## config.mk

```make
export PLATFORM = sky130hd
export DESIGN_NAME = del_sweep_fsm
export DESIGN_NICKNAME = d
export VERILOG_FILES = /design/src/rtl/ctrl_types_pkg.sv /design/src/rtl/onehot_lsb_pick.sv /design/src/rtl/del_sweep_fsm.sv
export SDC_FILE = /design/constraint.sdc
export NUM_CORES = 1
export LEC_CHECK = 0
export CAP_MARGIN = 20
export CORE_UTILIZATION = 53
export DETAILED_ROUTE_END_ITERATION = 10
export PLACE_DENSITY = 0.86
export SYNTH_ARGS = -nofsm -noshare
export SYNTH_HDL_FRONTEND = slang
export SYNTH_SLANG_ARGS = --single-unit
```

## constraint.sdc

```tcl
create_clock -name clk -period 5.07 [get_ports clk]
set_clock_uncertainty 0.1 [all_clocks]
set_input_delay 1.014 -clock clk [delete_from_list [all_inputs] [get_ports clk]]
set_output_delay 1.014 -clock clk [all_outputs]
set_load 0.02 [all_outputs]
```

## src/rtl/ctrl_types_pkg.sv

```systemverilog
// -----------------------------------------------------------------------------
// ctrl_types_pkg
// Shared types for the top-level controller and its sub-FSMs.
//   sub_cmd_t          : done/error pulses from a sub-FSM to its parent
//   del_mode_e         : delete sub-FSM operation mode (2'b11 reserved)
//   del_sweep_state_e  : delete sub-FSM state encoding
// -----------------------------------------------------------------------------
package ctrl_types_pkg;

    typedef struct packed {
        logic done;
        logic error;
    } sub_cmd_t;

    typedef enum logic [1:0] {
        DEL_MODE_KEY   = 2'b00,
        DEL_MODE_MULTI = 2'b01,
        DEL_MODE_FLUSH = 2'b10,
        DEL_MODE_RSVD  = 2'b11
    } del_mode_e;

    typedef enum logic [2:0] {
        DS_IDLE   = 3'd0,
        DS_LOOKUP = 3'd1,
        DS_SWEEP  = 3'd2,
        DS_DONE   = 3'd3,
        DS_ERROR  = 3'd4
    } del_sweep_state_e;

endpackage

```

## src/rtl/onehot_lsb_pick.sv

```systemverilog
// -----------------------------------------------------------------------------
// onehot_lsb_pick
// Purely combinational: isolates the lowest set bit of vec as a one-hot
// vector. Zero in gives zero out.
//   vec : input  [W-1:0]  arbitrary bit vector
//   lsb : output [W-1:0]  one-hot lowest set bit of vec, or zero
// -----------------------------------------------------------------------------
module onehot_lsb_pick #(
    parameter int W = 16
) (
    input  logic [W-1:0] vec,
    output logic [W-1:0] lsb
);

    // Two's-complement trick: vec & -vec keeps only the lowest set bit.
    assign lsb = vec & (~vec + W'(1));

endmodule

```

## src/rtl/del_sweep_fsm.sv

```systemverilog
// -----------------------------------------------------------------------------
// del_sweep_fsm
// Delete sub-FSM, active while the parent sits in its delete state. Depending
// on the mode it deletes the single matched cell (KEY), every matched cell
// (MULTI) or every valid cell (FLUSH), issuing one one-hot delete per cycle in
// ascending index order, and reports done/error back to the parent.
//   clk, rst_n : clock, asynchronous active-low reset
//   en         : parent in delete state; low freezes the FSM
//   enter      : first cycle of the delete state; (re)starts the operation
//   mode       : operation mode, sampled on enter
//   hit        : memory reports at least one key match
//   hit_vec    : match vector from memory
//   valid_vec  : occupancy vector from memory
//   delete_out : delete strobe to memory
//   idx_out    : one-hot target cell, zero when delete_out is low
//   busy       : state is not IDLE
//   del_count  : cells deleted by the current or most recent operation
//   cmd        : done/error pulses to the parent
// -----------------------------------------------------------------------------
module del_sweep_fsm
    import ctrl_types_pkg::*;
#(
    parameter int NUM_ENTRIES = 16,
    parameter int CNT_W       = $clog2(NUM_ENTRIES + 1)
) (
    input  logic                   clk,
    input  logic                   rst_n,
    input  logic                   en,
    input  logic                   enter,
    input  del_mode_e              mode,
    input  logic                   hit,
    input  logic [NUM_ENTRIES-1:0] hit_vec,
    input  logic [NUM_ENTRIES-1:0] valid_vec,
    output logic                   delete_out,
    output logic [NUM_ENTRIES-1:0] idx_out,
    output logic                   busy,
    output logic [CNT_W-1:0]       del_count,
    output sub_cmd_t               cmd
);

    del_sweep_state_e       state_q, state_d;
    del_mode_e              mode_q;
    logic [NUM_ENTRIES-1:0] pending_q, pending_d;
    logic [CNT_W-1:0]       count_q, count_d;

    logic [NUM_ENTRIES-1:0] key_pick;
    logic [NUM_ENTRIES-1:0] target;
    logic [NUM_ENTRIES-1:0] cand;
    logic                   del_raw;
    logic [NUM_ENTRIES-1:0] idx_raw;
    sub_cmd_t               cmd_raw;
    logic                   drive;

    onehot_lsb_pick #(.W(NUM_ENTRIES)) u_key_pick (
        .vec (hit_vec),
        .lsb (key_pick)
    );

    onehot_lsb_pick #(.W(NUM_ENTRIES)) u_sweep_pick (
        .vec (pending_q),
        .lsb (target)
    );

    // Candidate set evaluated during LOOKUP; hit gates the match vector so a
    // stray hit_vec bit without hit counts as no match.
    always_comb begin
        cand = '0;
        unique case (mode_q)
            DEL_MODE_KEY:   cand = hit ? key_pick : '0;
            DEL_MODE_MULTI: cand = hit ? hit_vec  : '0;
            DEL_MODE_FLUSH: cand = valid_vec;
            default:        cand = '0;
        endcase
    end

    // NOTE: every signal written here gets a default first, so no path can
    // leave one unassigned and infer a latch.
    always_comb begin
        state_d   = state_q;
        pending_d = pending_q;
        count_d   = count_q;
        del_raw   = 1'b0;
        idx_raw   = '0;
        cmd_raw   = '0;
        unique case (state_q)
            DS_IDLE: state_d = DS_IDLE;
            DS_LOOKUP: begin
                if (mode_q == DEL_MODE_RSVD) begin
                    state_d = DS_ERROR;
                end else if (cand != '0) begin
                    pending_d = cand;
                    state_d   = DS_SWEEP;
                end else if (mode_q == DEL_MODE_FLUSH) begin
                    state_d = DS_DONE;   // empty flush is not an error
                end else begin
                    state_d = DS_ERROR;
                end
            end
            DS_SWEEP: begin
                // pending is never zero on entry; the guard keeps a corrupted
                // state from counting phantom deletions.
                if (pending_q != '0) begin
                    del_raw   = 1'b1;
                    idx_raw   = target;
                    pending_d = pending_q & ~target;
                    count_d   = count_q + CNT_W'(1);
                end
                if (pending_d == '0) state_d = DS_DONE;
            end
            DS_DONE: begin
                cmd_raw.done = 1'b1;
                state_d      = DS_IDLE;
            end
            DS_ERROR: begin
                cmd_raw.error = 1'b1;
                state_d       = DS_IDLE;
            end
            default: state_d = DS_IDLE;
        endcase
    end

    // Outputs only act on a cycle the FSM will advance: frozen (en low) or
    // restarting (enter) cycles must not delete or pulse the parent.
    assign drive      = en & ~enter;
    assign delete_out = drive & del_raw;
    assign idx_out    = drive ? idx_raw : '0;
    assign cmd        = drive ? cmd_raw : '0;
    assign busy       = (state_q != DS_IDLE);
    assign del_count  = count_q;

    // NOTE: state registers use non-blocking assignments so every flop
    // samples the pre-edge values regardless of process ordering.
    always_ff @(posedge clk or negedge rst_n) begin
        if (!rst_n) begin
            state_q   <= DS_IDLE;
            mode_q    <= DEL_MODE_KEY;
            pending_q <= '0;
            count_q   <= '0;
        end else if (enter) begin
            state_q   <= DS_LOOKUP;
            mode_q    <= mode;
            pending_q <= '0;
            count_q   <= '0;
        end else if (en) begin
            state_q   <= state_d;
            pending_q <= pending_d;
            count_q   <= count_d;
        end
    end

endmodule

```

# ---- Word level (Yosys, flattened, before mapping)
# Index checks and enable logic that the tools add are counted.
dict set report totals {
  reg_bits 26
  in_bits 39
  wordCells 67
}
dict set report op_classes {
  add_sub_neg 3
  eq_ne 10
  mux 29
  bitwise_logic 9
  reduce_logical 12
}
# operator count
set op_table {}
lappend op_table {{$mux 16} 11}
lappend op_table {{$and 16x16->16} 3}
lappend op_table {{$not 16->16} 3}
lappend op_table {{$pmux 16 s3} 1}
lappend op_table {{$add 16x1->16 const B} 2}
lappend op_table {{$pmux 16 s2} 1}
lappend op_table {{$reduce_bool 16->1} 2}
lappend op_table {{$mux 5} 4}
lappend op_table {{$mux 3} 6}
lappend op_table {{$logic_not 16->1} 1}
lappend op_table {{$ne 3x3->1 const B} 3}
lappend op_table {{$eq 3x2->1 const B} 2}
lappend op_table {{$pmux 3 s2} 1}
lappend op_table {{$reduce_bool 2->1} 3}
lappend op_table {{$reduce_bool 3->1} 2}
lappend op_table {{$add 5x1->5 const B} 1}
lappend op_table {{$eq 2x2->1 const B} 2}
lappend op_table {{$mux 1} 4}
lappend op_table {{$reduce_and 4->1} 1}
lappend op_table {{$eq 3x1->1 const B} 1}
lappend op_table {{$eq 3x3->1 const B} 1}
lappend op_table {{$reduce_and 3->1} 1}
lappend op_table {{$and 1x1->1} 2}
lappend op_table {{$eq 2x1->1 const B} 1}
lappend op_table {{other kinds (4)} 4}

# ---- Logic depth before layout (Yosys ltp)
dict set report depth {
  word_depth 12
  depth_mapped 9
  mapped_depth_nobuf 7
}

# ---- Hierarchy
# Synthesis repeated with hierarchy kept, for this count alone.
dict set report unflattened {
  hier_cells 271
  area_unflattened_um2 2527.4
}
# module n_inst cells_per_inst area_per_inst_um2 seq_area_each_um2
set by_module_without_submodules {}
lappend by_module_without_submodules {del_sweep_fsm 1 209 2054.5 650.6}
lappend by_module_without_submodules {onehot_lsb_pick 2 31 236.5 0.0}

# ---- Worst setup path before layout
# OpenSTA, ideal clock, no wires.
dict set report synth_path {
  kind {reg2out}
  start {register pending_q[4]}
  end {output idx_out[15]}
  arrival_time_ps 2208
  t_required_ps 3956
  slack_ps 1748
  path_stages_with_launch 10
  n_path_buf 3
  path_cell_list {dfrtp_1 > buf_2 > nor3_1 > nand4_2 > or2_1 > and3_1 > buf_2 > and2_1 > buf_2 > and4_1}
}
dict set report synth_between {
  elab_chain_cells 6
  elab_cells_between_ends 7
}
# item line_no
set synth_lines {}
lappend synth_lines {{start, declared} del_sweep_fsm.sv:43} ;# logic [NUM_ENTRIES-1:0] pending_q, pending_d;
lappend synth_lines {{start signal, assigned} del_sweep_fsm.sv:146} ;# pending_q <= pending_d;
lappend synth_lines {{$not 16->16} onehot_lsb_pick.sv:16} ;# assign lsb = vec & (~vec + W'(1));
lappend synth_lines {{$add 16x1->16} onehot_lsb_pick.sv:16}
lappend synth_lines {{$and 16x16->16} onehot_lsb_pick.sv:16}
lappend synth_lines {{$mux 16 *} del_sweep_fsm.sv:102} ;# if (pending_q != '0) begin
lappend synth_lines {{$mux 16 *} del_sweep_fsm.sv:85} ;# unique case (state_q)
lappend synth_lines {{$mux 16 *} del_sweep_fsm.sv:126} ;# assign idx_out = drive ? idx_raw : '0;
lappend synth_lines {{end, declared} del_sweep_fsm.sv:35} ;# output logic [NUM_ENTRIES-1:0] idx_out,
# Mark *: on every way between the ends. The rest lies on a longest branch, timed or not.

# ---- Worst setup path in the final report
dict set report layout_path {
  start {register pending_q[0]}
  end {output idx_out[15]}
}
# The elaborated chain is that of the path after synthesis.

==> out/results.ini <==
[layout]
final_common_cell=clkdlybuf4s50_1
antenna_cells=0
drive_above_1_share=0.0805
layout_common_cells=clkdlybuf4s50_1, nor2_1, dfrtp_1
layout.nets=389
syn_to_final_growth_pct=29.9

[setup_path]
critPathMaxFanout=10
worstPathCellList=nor3_1 > nand4_2 > or2_1 > and3_1 > and2_1 > and4_1 > clkdlybuf4s50_1
critPathLaunchType=register
critPathRequiredTime_ps=3960
critPathKind=reg2out
cp.arrival_ps=3380
critPathSlowestCell=clkdlybuf4s50_1
worst_setup_path_end_kind=output pin
cpPeakStageDelay_ps=530
crit_family=simple AND/OR/NAND/NOR gates
path_buf_inv=1

[detailed_routing]
via_per_inst=6.86
wl_per_cell_um=18.6
route.detailed.drc=1
vias=2743
drtPass1Iterations=9
wl_um=7450
ant_nets=0
drt_iter0_markers=438

[placement]
gp_congestion=0.914
hpwl_um=5370
io_buffers=63
place_ws_ps=729

[sta]
period_share=0.887
worstMarginPinSlew_ps=708
setup_viol=0
relSlewSlack=0.528
fin_crit_ps=4500
setup-tns-final_ps=0
layout_setup_ws_ps=571
timing.final.max_slew_violations=0
hold_viol_final=0
maxClockFrequency_mhz=222
rsz0062_at_grt=false

[clock_network]
clock-sinks=26
clk_path_buf_depth=2
cts-resized-gates=0
clk_latency_ps=270
clkTransAtPathRegs_ps=100
cts_max_level=1
ctsHoldBuffers=0
cts_tree=done
cts_buffers=3
root_buffer=clkbuf_8
postCtsSetupBuffers=0

[global_routing]
grt_pass1_vias=2519
grt_max_degree=27
antenna_found_initial=0
grt-ovfl-total=0
globalRouteTotalUtil=0.307
grt_pass1_wl_um=12100

[floorplan]
initial_utilization=0.551
ios=64
core_area_um2=4350
die_area_um2=4800
die_y_um=69.3
fp.dieW_um=69.3
num_rows=24

[logic_synthesis]
synth_area_um2=2400
synth_seq_cells=26
avgSynthCellArea_um2=8.16
synth_edf_count=0
synth.yosys.seq_area_share=0.271
synth_cell_types=70
async_flop_share=1.00
synthCells=294
ys.flop_type=dfrtp_1
syn-num-nets=334
synth_warnings=0

[outcome]
outcome=finished, violations left
violations=DRC

[min_path]
hp-class=reg2reg

[power_and_ir_drop]
powerDensity_nw_per_um2=208
p_leak_uw=0.00127
total_power_uw=649
ir_drop_uv=134

[flow_run]
timing.max_cap.violations=0

where the power goes:
| part | total [µW] | internal, µW | switching [µW] |
|---|---|---|---|
| registers | 240 | 217 | 22.6 |
| clock network | 175 | 106 | 69.1 |
| logic | 235 | 99.0 | 136 |
sequential cells by signal (all words and copies together) (netlist names):
| name | count |
|---|---|
| pending_q | 16 |
| del_count | 5 |
| state_q | 3 |
| mode_q | 2 |
worst min-delay path, stage by stage (launching register included):
cell and delay (ps):
dfrtp_1 380, xor2_1 80, nor2_1 80
final timing paths:
| path | start | endpoint | slack, ps | depth (start not counted) |
|---|---|---|---|---|
| worst max-delay path | pending_q[0] | idx_out[15] | 570 | 7 |
| worst min-delay path | del_count[4] | del_count[4] | 480 | 2 |
| worst max register to register | mode_q[0] | pending_q[0] | 1820 | 8 |
| worst min register to register | del_count[4] | del_count[4] | 480 | 2 |
| max in group asynchronous | rst_n | pending_q[2] | 3600 | 2 |
| min in group asynchronous | rst_n | del_count[2] | 1010 | 2 |
cell usage after synthesis (4+ instances only):
cell | instances | area share
a211o_1 | 4 | 0.015
a21oi_1 | 10 | 0.021
a31oi_1 | 13 | 0.034
a32o_1 | 8 | 0.033
and2_1 | 5 | 0.013
and3_1 | 16 | 0.042
buf_2 | 6 | 0.013
clkbuf_1 | 9 | 0.014
dfrtp_1 | 26 | 0.27
nand2_1 | 21 | 0.033
nand3_1 | 6 | 0.013
nand4_1 | 4 | 0.010
nor2_1 | 30 | 0.047
nor2b_1 | 10 | 0.026
nor3_1 | 16 | 0.033
nor4_1 | 7 | 0.018
o21ai_0 | 18 | 0.038
layer usage:
layer / vias up / GRT usage / part of all wire
li1: 1250 / - / -
met4: 0 / 0.143 / 0.034
met2: 180 / 0.467 / 0.46
met1: 1287 / 0.426 / 0.41
met3: 26 / 0.0509 / 0.094
met5: - / 0 / 0
area by class of cell:
cell class	count	area, µm²
well taps	52	65.1
fillers	338	1240
clock inverters	1	30.0
repair buffers	69	676
multi-input cells	246	1640
clock buffers	3	41.3
inverters	3	11.3
flip-flops and latches	26	651
metrics by stage:
stage / hold WS (ps) / utilization / instances / cell area [µm²]
final: 475 / 0.716 / 400 / 3120
after detailed placement: 457 / 0.697 / 395 / 3040
after floorplan: 441 / - / 294 / 2400
after CTS: 480 / 0.714 / 399 / 3110
after global routing: 518 / 0.716 / 400 / 3120
after global placement: 434 / 0.697 / 395 / 3040
cell families (layout without fill, tap and decap cells):
kind of cell | Yosys count | count (layout) | share of synthesized area
simple gates | 144 | 144 | 0.357
compound gates | 89 | 89 | 0.271
flops | 26 | 26 | 0.271
buf+inv | 22 | 76 | 0.0443
mux | 5 | 5 | 0.0240
fa+ha+maj | 4 | 4 | 0.0177
xor+xnor | 4 | 4 | 0.0146
No activity file was read; power rests on OpenSTA's default activity.
